==> src/rtl/register_file_mp_pkg.sv <==
// Shared constants for the multi-port register file and its scoreboard.
package register_file_mp_pkg;
    localparam int N_REG_DEF  = 32;
    localparam int ADDR_W_DEF = $clog2(N_REG_DEF);
    localparam int ZERO_REG   = 0;
endpackage

==> src/rtl/register_file_mp_if.sv <==
// Decode-stage register file bus: read ports, two write ports and the multiply reservation.
interface register_file_mp_if
    import register_file_mp_pkg::*;
#(
    parameter int DATA_W = 16,
    parameter int ADDR_W = ADDR_W_DEF,
    parameter int N_RD   = 2
);
    logic [N_RD*ADDR_W-1:0] raddr;
    logic [N_RD*DATA_W-1:0] rdata;
    logic [N_RD-1:0]        rbusy;
    logic                   wen0;
    logic [ADDR_W-1:0]      waddr0;
    logic [DATA_W-1:0]      wdata0;
    logic                   wen1;
    logic [ADDR_W-1:0]      waddr1;
    logic [DATA_W-1:0]      wdata1;
    logic                   rsv_en;
    logic [ADDR_W-1:0]      rsv_addr;

    modport master (
        output raddr, wen0, waddr0, wdata0, wen1, waddr1, wdata1, rsv_en, rsv_addr,
        input  rdata, rbusy
    );
    modport slave (
        input  raddr, wen0, waddr0, wdata0, wen1, waddr1, wdata1, rsv_en, rsv_addr,
        output rdata, rbusy
    );
endinterface

==> src/rtl/register_file_mp_reg_scoreboard.sv <==
// Per-register busy bits tracking destinations of in-flight multiplies.
module reg_scoreboard
    import register_file_mp_pkg::*;
#(
    parameter int N_REG  = N_REG_DEF,
    parameter int ADDR_W = $clog2(N_REG)
) (
    input  logic              clk,
    input  logic              arst_n,
    input  logic              rsv_en_i,
    input  logic [ADDR_W-1:0] rsv_addr_i,
    input  logic              wen1_i,
    input  logic [ADDR_W-1:0] waddr1_i,
    output logic [N_REG-1:0]  busy_o
);
    logic [N_REG-1:0] busy_q;
    logic [N_REG-1:0] busy_d;

    // Reservation is applied after the clear so a re-issued multiply keeps the bit set.
    always_comb begin
        busy_d = busy_q;
        for (int i = 0; i < N_REG; i++) begin
            if (wen1_i && (waddr1_i == ADDR_W'(i)))
                busy_d[i] = 1'b0;
            if (rsv_en_i && (rsv_addr_i == ADDR_W'(i)))
                busy_d[i] = 1'b1;
        end
        busy_d[ZERO_REG] = 1'b0;
    end

    always_ff @(posedge clk or negedge arst_n) begin
        if (!arst_n)
            busy_q <= '0;
        else
            busy_q <= busy_d;
    end

    assign busy_o = busy_q;
endmodule

==> src/rtl/register_file_mp.sv <==
// Multi-port register file: two write ports with port-0 priority, bypassed reads, busy scoreboard.
module register_file_mp
    import register_file_mp_pkg::*;
#(
    parameter int DATA_W = 16,
    parameter int N_REG  = N_REG_DEF,
    parameter int ADDR_W = $clog2(N_REG),
    parameter int N_RD   = 2
) (
    input  logic              clk,
    input  logic              arst_n,
    register_file_mp_if.slave bus
);
    logic [DATA_W-1:0] regs_q [N_REG];
    logic [DATA_W-1:0] regs_d [N_REG];
    logic [N_REG-1:0]  busy;

    // Port 0 is applied last: it carries the younger instruction on a collision.
    always_comb begin
        regs_d = regs_q;
        if (bus.wen1 && (bus.waddr1 != ADDR_W'(ZERO_REG)))
            regs_d[bus.waddr1] = bus.wdata1;
        if (bus.wen0 && (bus.waddr0 != ADDR_W'(ZERO_REG)))
            regs_d[bus.waddr0] = bus.wdata0;
    end

    always_ff @(posedge clk or negedge arst_n) begin
        if (!arst_n) begin
            for (int i = 0; i < N_REG; i++)
                regs_q[i] <= '0;
        end else begin
            regs_q <= regs_d;
        end
    end

    reg_scoreboard #(
        .N_REG  (N_REG),
        .ADDR_W (ADDR_W)
    ) u_scoreboard (
        .clk        (clk),
        .arst_n     (arst_n),
        .rsv_en_i   (bus.rsv_en),
        .rsv_addr_i (bus.rsv_addr),
        .wen1_i     (bus.wen1),
        .waddr1_i   (bus.waddr1),
        .busy_o     (busy)
    );

    for (genvar k = 0; k < N_RD; k++) begin : g_rd
        logic [ADDR_W-1:0] ra;
        logic [DATA_W-1:0] rd;

        assign ra = bus.raddr[k*ADDR_W +: ADDR_W];

        always_comb begin
            if (ra == ADDR_W'(ZERO_REG))
                rd = '0;
            else if (bus.wen0 && (bus.waddr0 == ra))
                rd = bus.wdata0;
            else if (bus.wen1 && (bus.waddr1 == ra))
                rd = bus.wdata1;
            else
                rd = regs_q[ra];
        end

        assign bus.rdata[k*DATA_W +: DATA_W] = rd;
        // A same-cycle multiply writeback clears busy early because its data is bypassed.
        assign bus.rbusy[k] = busy[ra] & ~(bus.wen1 && (bus.waddr1 == ra));
    end
endmodule

==> src/flat_wrapper.sv <==
// flat-port wrapper written by rule: the top's interface ports become plain ports
module register_file_mp_flat import register_file_mp_pkg::*;
#(
    parameter int DATA_W = 16,
    parameter int N_REG  = N_REG_DEF,
    parameter int ADDR_W = $clog2(N_REG),
    parameter int N_RD   = 2
)
  (clk, arst_n, bus_raddr, bus_wen0, bus_waddr0, bus_wdata0, bus_wen1, bus_waddr1, bus_wdata1, bus_rsv_en, bus_rsv_addr, bus_rdata, bus_rbusy);
  register_file_mp_if #(.DATA_W(DATA_W), .ADDR_W(ADDR_W), .N_RD(N_RD)) bus_i ();
  input  logic clk;
  input  logic arst_n;
  input wire logic [$bits(bus_i.raddr)-1:0] bus_raddr;
  input wire logic [$bits(bus_i.wen0)-1:0] bus_wen0;
  input wire logic [$bits(bus_i.waddr0)-1:0] bus_waddr0;
  input wire logic [$bits(bus_i.wdata0)-1:0] bus_wdata0;
  input wire logic [$bits(bus_i.wen1)-1:0] bus_wen1;
  input wire logic [$bits(bus_i.waddr1)-1:0] bus_waddr1;
  input wire logic [$bits(bus_i.wdata1)-1:0] bus_wdata1;
  input wire logic [$bits(bus_i.rsv_en)-1:0] bus_rsv_en;
  input wire logic [$bits(bus_i.rsv_addr)-1:0] bus_rsv_addr;
  output wire logic [$bits(bus_i.rdata)-1:0] bus_rdata;
  output wire logic [$bits(bus_i.rbusy)-1:0] bus_rbusy;
  assign bus_i.raddr = bus_raddr;
  assign bus_i.wen0 = bus_wen0;
  assign bus_i.waddr0 = bus_waddr0;
  assign bus_i.wdata0 = bus_wdata0;
  assign bus_i.wen1 = bus_wen1;
  assign bus_i.waddr1 = bus_waddr1;
  assign bus_i.wdata1 = bus_wdata1;
  assign bus_i.rsv_en = bus_rsv_en;
  assign bus_i.rsv_addr = bus_rsv_addr;
  assign bus_rdata = bus_i.rdata;
  assign bus_rbusy = bus_i.rbusy;
  register_file_mp #(.DATA_W(DATA_W), .N_REG(N_REG), .ADDR_W(ADDR_W), .N_RD(N_RD)) u_core (.clk(clk), .arst_n(arst_n), .bus(bus_i));
endmodule
==> config.mk <==
export PLATFORM = sky130hd
export DESIGN_NAME = register_file_mp_flat
export DESIGN_NICKNAME = d
export VERILOG_FILES = /design/src/rtl/register_file_mp_pkg.sv /design/src/rtl/register_file_mp_if.sv /design/src/rtl/register_file_mp_reg_scoreboard.sv /design/src/rtl/register_file_mp.sv /design/src/flat_wrapper.sv
export SDC_FILE = /design/constraint.sdc
export NUM_CORES = 2
export LEC_CHECK = 0
export ABC_AREA = 1
export CAP_MARGIN = 20
export CELL_PAD_IN_SITES_DETAIL_PLACEMENT = 0
export CELL_PAD_IN_SITES_GLOBAL_PLACEMENT = 1
export CORE_ASPECT_RATIO = 0.6
export CORE_MARGIN = 2
export CORE_UTILIZATION = 41
export CTS_CLUSTER_SIZE = 14
export DETAILED_ROUTE_END_ITERATION = 10
export PLACE_DENSITY = 0.79
export SLEW_MARGIN = 20
export SYNTH_ARGS = -nofsm -noshare
export SYNTH_HDL_FRONTEND = slang
export SYNTH_SLANG_ARGS = --single-unit
export TNS_END_PERCENT = 50
==> constraint.sdc <==
create_clock -name clk -period 1.3 [get_ports clk]
set_input_delay 0.13 -clock clk [delete_from_list [all_inputs] [get_ports clk]]
set_output_delay 0.13 -clock clk [all_outputs]
set_load 0.01 [all_outputs]
==> flow_summary_export.csv <==
group,metric,value,unit
floorplanning,fp-row-count,84,
worst_setup_path,cp_slowest_cell,"dfrtp_1",
worst_hold_path,hp-class,"primary input to asynchronous set/reset pin",
detailed_routing,ant_nets,0,
placement,routabilityCongestion,1.063,
floorplanning,ios,96,
detailed_routing,via_per_inst,6.104,
global_routing,antenna_found_initial,13,
pwr,p_per_area,1284,mW/mm²
clock_network,clockBufferDepth,3,
floorplanning,core_area,0.08818,mm²
logic_synthesis,synth_async_sr_flop_share,100.0,%
clock_network,numCtsBuffers,58,
timing,fmax,430.5,MHz
logic_synthesis,synth-edff-count,0,
finish,layout-drive-gt1-share,29.38,%
logic_synthesis,synth_top_family_by_area,"simple AND/OR/NAND/NOR gates",
logic_synthesis,syn_area_per_cell,6.360,µm²
run_status,violations,"setup timing",
logic_synthesis,seq_area_frac_synth,37.01,%
logic_synthesis,synthSimpleGateAreaFrac,34.85,%
detailed_routing,drt_iter0_drc,7462,
pwr,power.leakage,26.41,nW
floorplanning,die_h,235.8,µm
finish,multi_input_area,0.02291,mm²
worst_setup_path,path_common_cell,"nand3_2",
timing,slew_headroom,63.24,%
placement,placed_cells,7535,
finish,layout_common_cells,"nand2_1 (1,682), buf_4 (836), o21ai_0 (634), nand3_1 (604), dfrtp_1 (541)",
clock_network,ctsHtreeMaxLevel,2,
placement,place_ws,-1.503,ns
global_routing,globalRouteOverflowTotal,0,
detailed_routing,via_count,47311,
detailed_routing,avgRoutedWirePerCell,28.65,µm
detailed_routing,drc_errors,0,
timing,worst_pin_slew,0.5513,ns
timing,setup_violations,59,
floorplanning,die_w,390.3,µm
logic_synthesis,synthDistinctLibCells,27,
placement,hpwl,150.9,mm
timing,hold_viol_final,0,
timing,fin_skew,0,ns
clock_network,clk_pin_slew,0.07,ns
timing,finalWorstSetupSlack,-1.023,ns
logic_synthesis,synthAdderAreaFrac,0,%
clock_network,clk_latency,0.67,ns
logic_synthesis,synthMuxAreaShare,0,%
logic_synthesis,synth_nets,5835,
finish,seq_area,0.01359,mm²
detailed_routing,first_pass_iters,9,
logic_synthesis,synth_seq_cells,543,
job,cap_viol_max_count,0,
logic_synthesis,netlist_instances,5773,
worst_setup_path,path_max_fanout,3,
logic_synthesis,netlist_area,0.03672,mm²
worst_setup_path,critPathMaxStageDelay,0.46,ns
timing,rsz0062_at_grt,"true",
finish,fill_cells,7993,
timing,finalCritPeriodShare,178.7,%
logic_synthesis,ys.flop_type,"dfrtp_1",
worst_setup_path,arrival,2.19,ns
worst_setup_path,path_class,"flop to output port",
worst_setup_path,cp_num_buf_inv,1,
finish,stdcell_count,7751,
placement,numPortBuffers,95,
global_routing,grt_start_max_net_pins,67,
logic_synthesis,synth_xor_area_share,0,%
detailed_routing,finalWirelength,222.1,mm
timing,final.min_clock_period,2.323,ns
timing,drv_slew,0,
clock_network,cts_sinks,543,
finish,area_growth,47.65,%
floorplanning,start_util,41.64,%
timing,setup_tns,-32.12,ns
run_status,status,"finished, violations left",
worst_setup_path,path_cells,"nand2_1 > nand3_1 > nand3_2 > nand2_4 > nand2_4 > nand3_2 > nand3_2 > a21oi_4 > buf_6",
worst_setup_path,crit_family,"simple AND/OR/NAND/NOR gates",
floorplanning,die_area,0.09204,mm²
clock_network,ctsRootBufferMaster,"clkbuf_16",
finish,num-nets-final,6603,
global_routing,grt.total_usage,46.20,%
finish,mostFrequentLayoutCell,"nand2_1",
worst_setup_path,cp-start-kind,"flop",
global_routing,grt_pass1_vias,42934,
finish,final_core_util,61.48,%
pwr,ir_drop,0.001012,V
worst_setup_path,crit_required,1.17,ns
logic_synthesis,synth_compound_area_share,18.19,%
worst_setup_path,endpoint_kind,"output port",
logic_synthesis,ys_warn_count,0,
timing,timing.hold.ws,0.1041,ns
global_routing,grt_pass1_wl,309.3,mm
clock_network,cts_tree,"yes",
==> stage by stage <==
step                area, µm²  power, mW
floorplan               37520      36.07
CTS                     52350      66.82
global route            54200      72.83
global placement        47480      47.47
finish                  54210      69.60
detailed placement      47480      47.91
==> synthesized netlist by cell type, drive strengths merged (2+ instances only) <==
library cell | n | area [µm²]
nor3 | 9 | 50.05
a22oi | 50 | 375.4
nor4 | 2 | 18.77
buf | 202 | 953.4
nand2 | 1827 | 6868
a22o | 18 | 157.7
nor2 | 348 | 1331
o21ai | 703 | 3518
dfrtp | 543 | 13590
clkbuf | 326 | 1224
or2 | 6 | 37.54
nand3 | 896 | 4484
o211ai | 103 | 773.2
inv | 388 | 1456
o22ai | 97 | 606.8
clkinv | 6 | 22.52
a21oi | 247 | 1236
==> flip-flops by register name (all words and copies together), names as in the netlist <==
register	flops
u_core.regs_q	512
u_core.u_scoreboard.busy_o	31
==> cells by family after synthesis <==
logic type / after synthesis
AO/OA/AOI/OAI: 1219
buffers and inverters: 922
flip-flops: 543
AND/OR/NAND/NOR: 3089
==> layer usage <==
layer,up-vias,GRT usage [%],routed length [µm]
met5,-,0,163
met4,18,19.23,10990
met3,628,26.08,42720
met2,3760,57.63,80950
met1,22323,63.74,87250
li1,20582,-,-
==> power by group <==
group	switching (mW)	internal, mW	total (mW)	leakage (nW)
Combinational	15.2	12.5	27.7	18.9
Clock	8.01	9.57	17.6	0.929
Sequential	3.09	21.2	24.3	6.56
==> timing repair <==
| item | in CTS | in global routing |
|---|---|---|
| pin swaps | 180 | 184 |
| setup endpoints to repair | 557 | 476 |
| gates resized for setup | 699 | 401 |
| setup buffers | 51 | 42 |
| gates cloned | 22 | 8 |
| endpoints found under the hold margin | 543 | 0 |
| hold buffers | 2 | 0 |
==> cell type report <==
| class | count | area share [%] |
|---|---|---|
| multi-input cells | 4308 | 42.26 |
| flip-flops and latches | 543 | 25.07 |
| repair buffers | 1236 | 23.68 |
| clock buffers | 92 | 3.229 |
| inverters | 394 | 2.827 |
| well taps | 1161 | 2.679 |
| clock inverters | 13 | 0.2331 |
| diodes | 4 | 0.01846 |
==> tightest hold or removal path, cell delays in order <==
cell	delay (ns)
dlygate4sd3_1	0.56
buf_8	0.22
buf_12	0.22
==> path summary, 6_finish.rpt <==
| kind | start | depth (start not counted) | end | slack, ns |
|---|---|---|---|---|
| max | u_core.regs_q[352]$_DFF_PN0_ | 9 | bus_rdata[0] | -1.02 |
| min reg2reg | u_core.regs_q[507]$_DFF_PN0_ | 0 | u_core.regs_q[507]$_DFF_PN0_ | 0.38 |
| min | arst_n | 3 | u_core.regs_q[43]$_DFF_PN0_ | 0.10 |
| max in group asynchronous | arst_n | 4 | u_core.u_scoreboard.busy_o[20]$_DFFE_PN0P_ | 0.64 |
| min in group clk | bus_wdata1[2] | 4 | u_core.regs_q[290]$_DFF_PN0_ | 0.25 |
| max reg2reg | u_core.regs_q[295]$_DFF_PN0_ | 5 | u_core.regs_q[295]$_DFF_PN0_ | 0.19 |
Power figures use the tool's default switching activity.
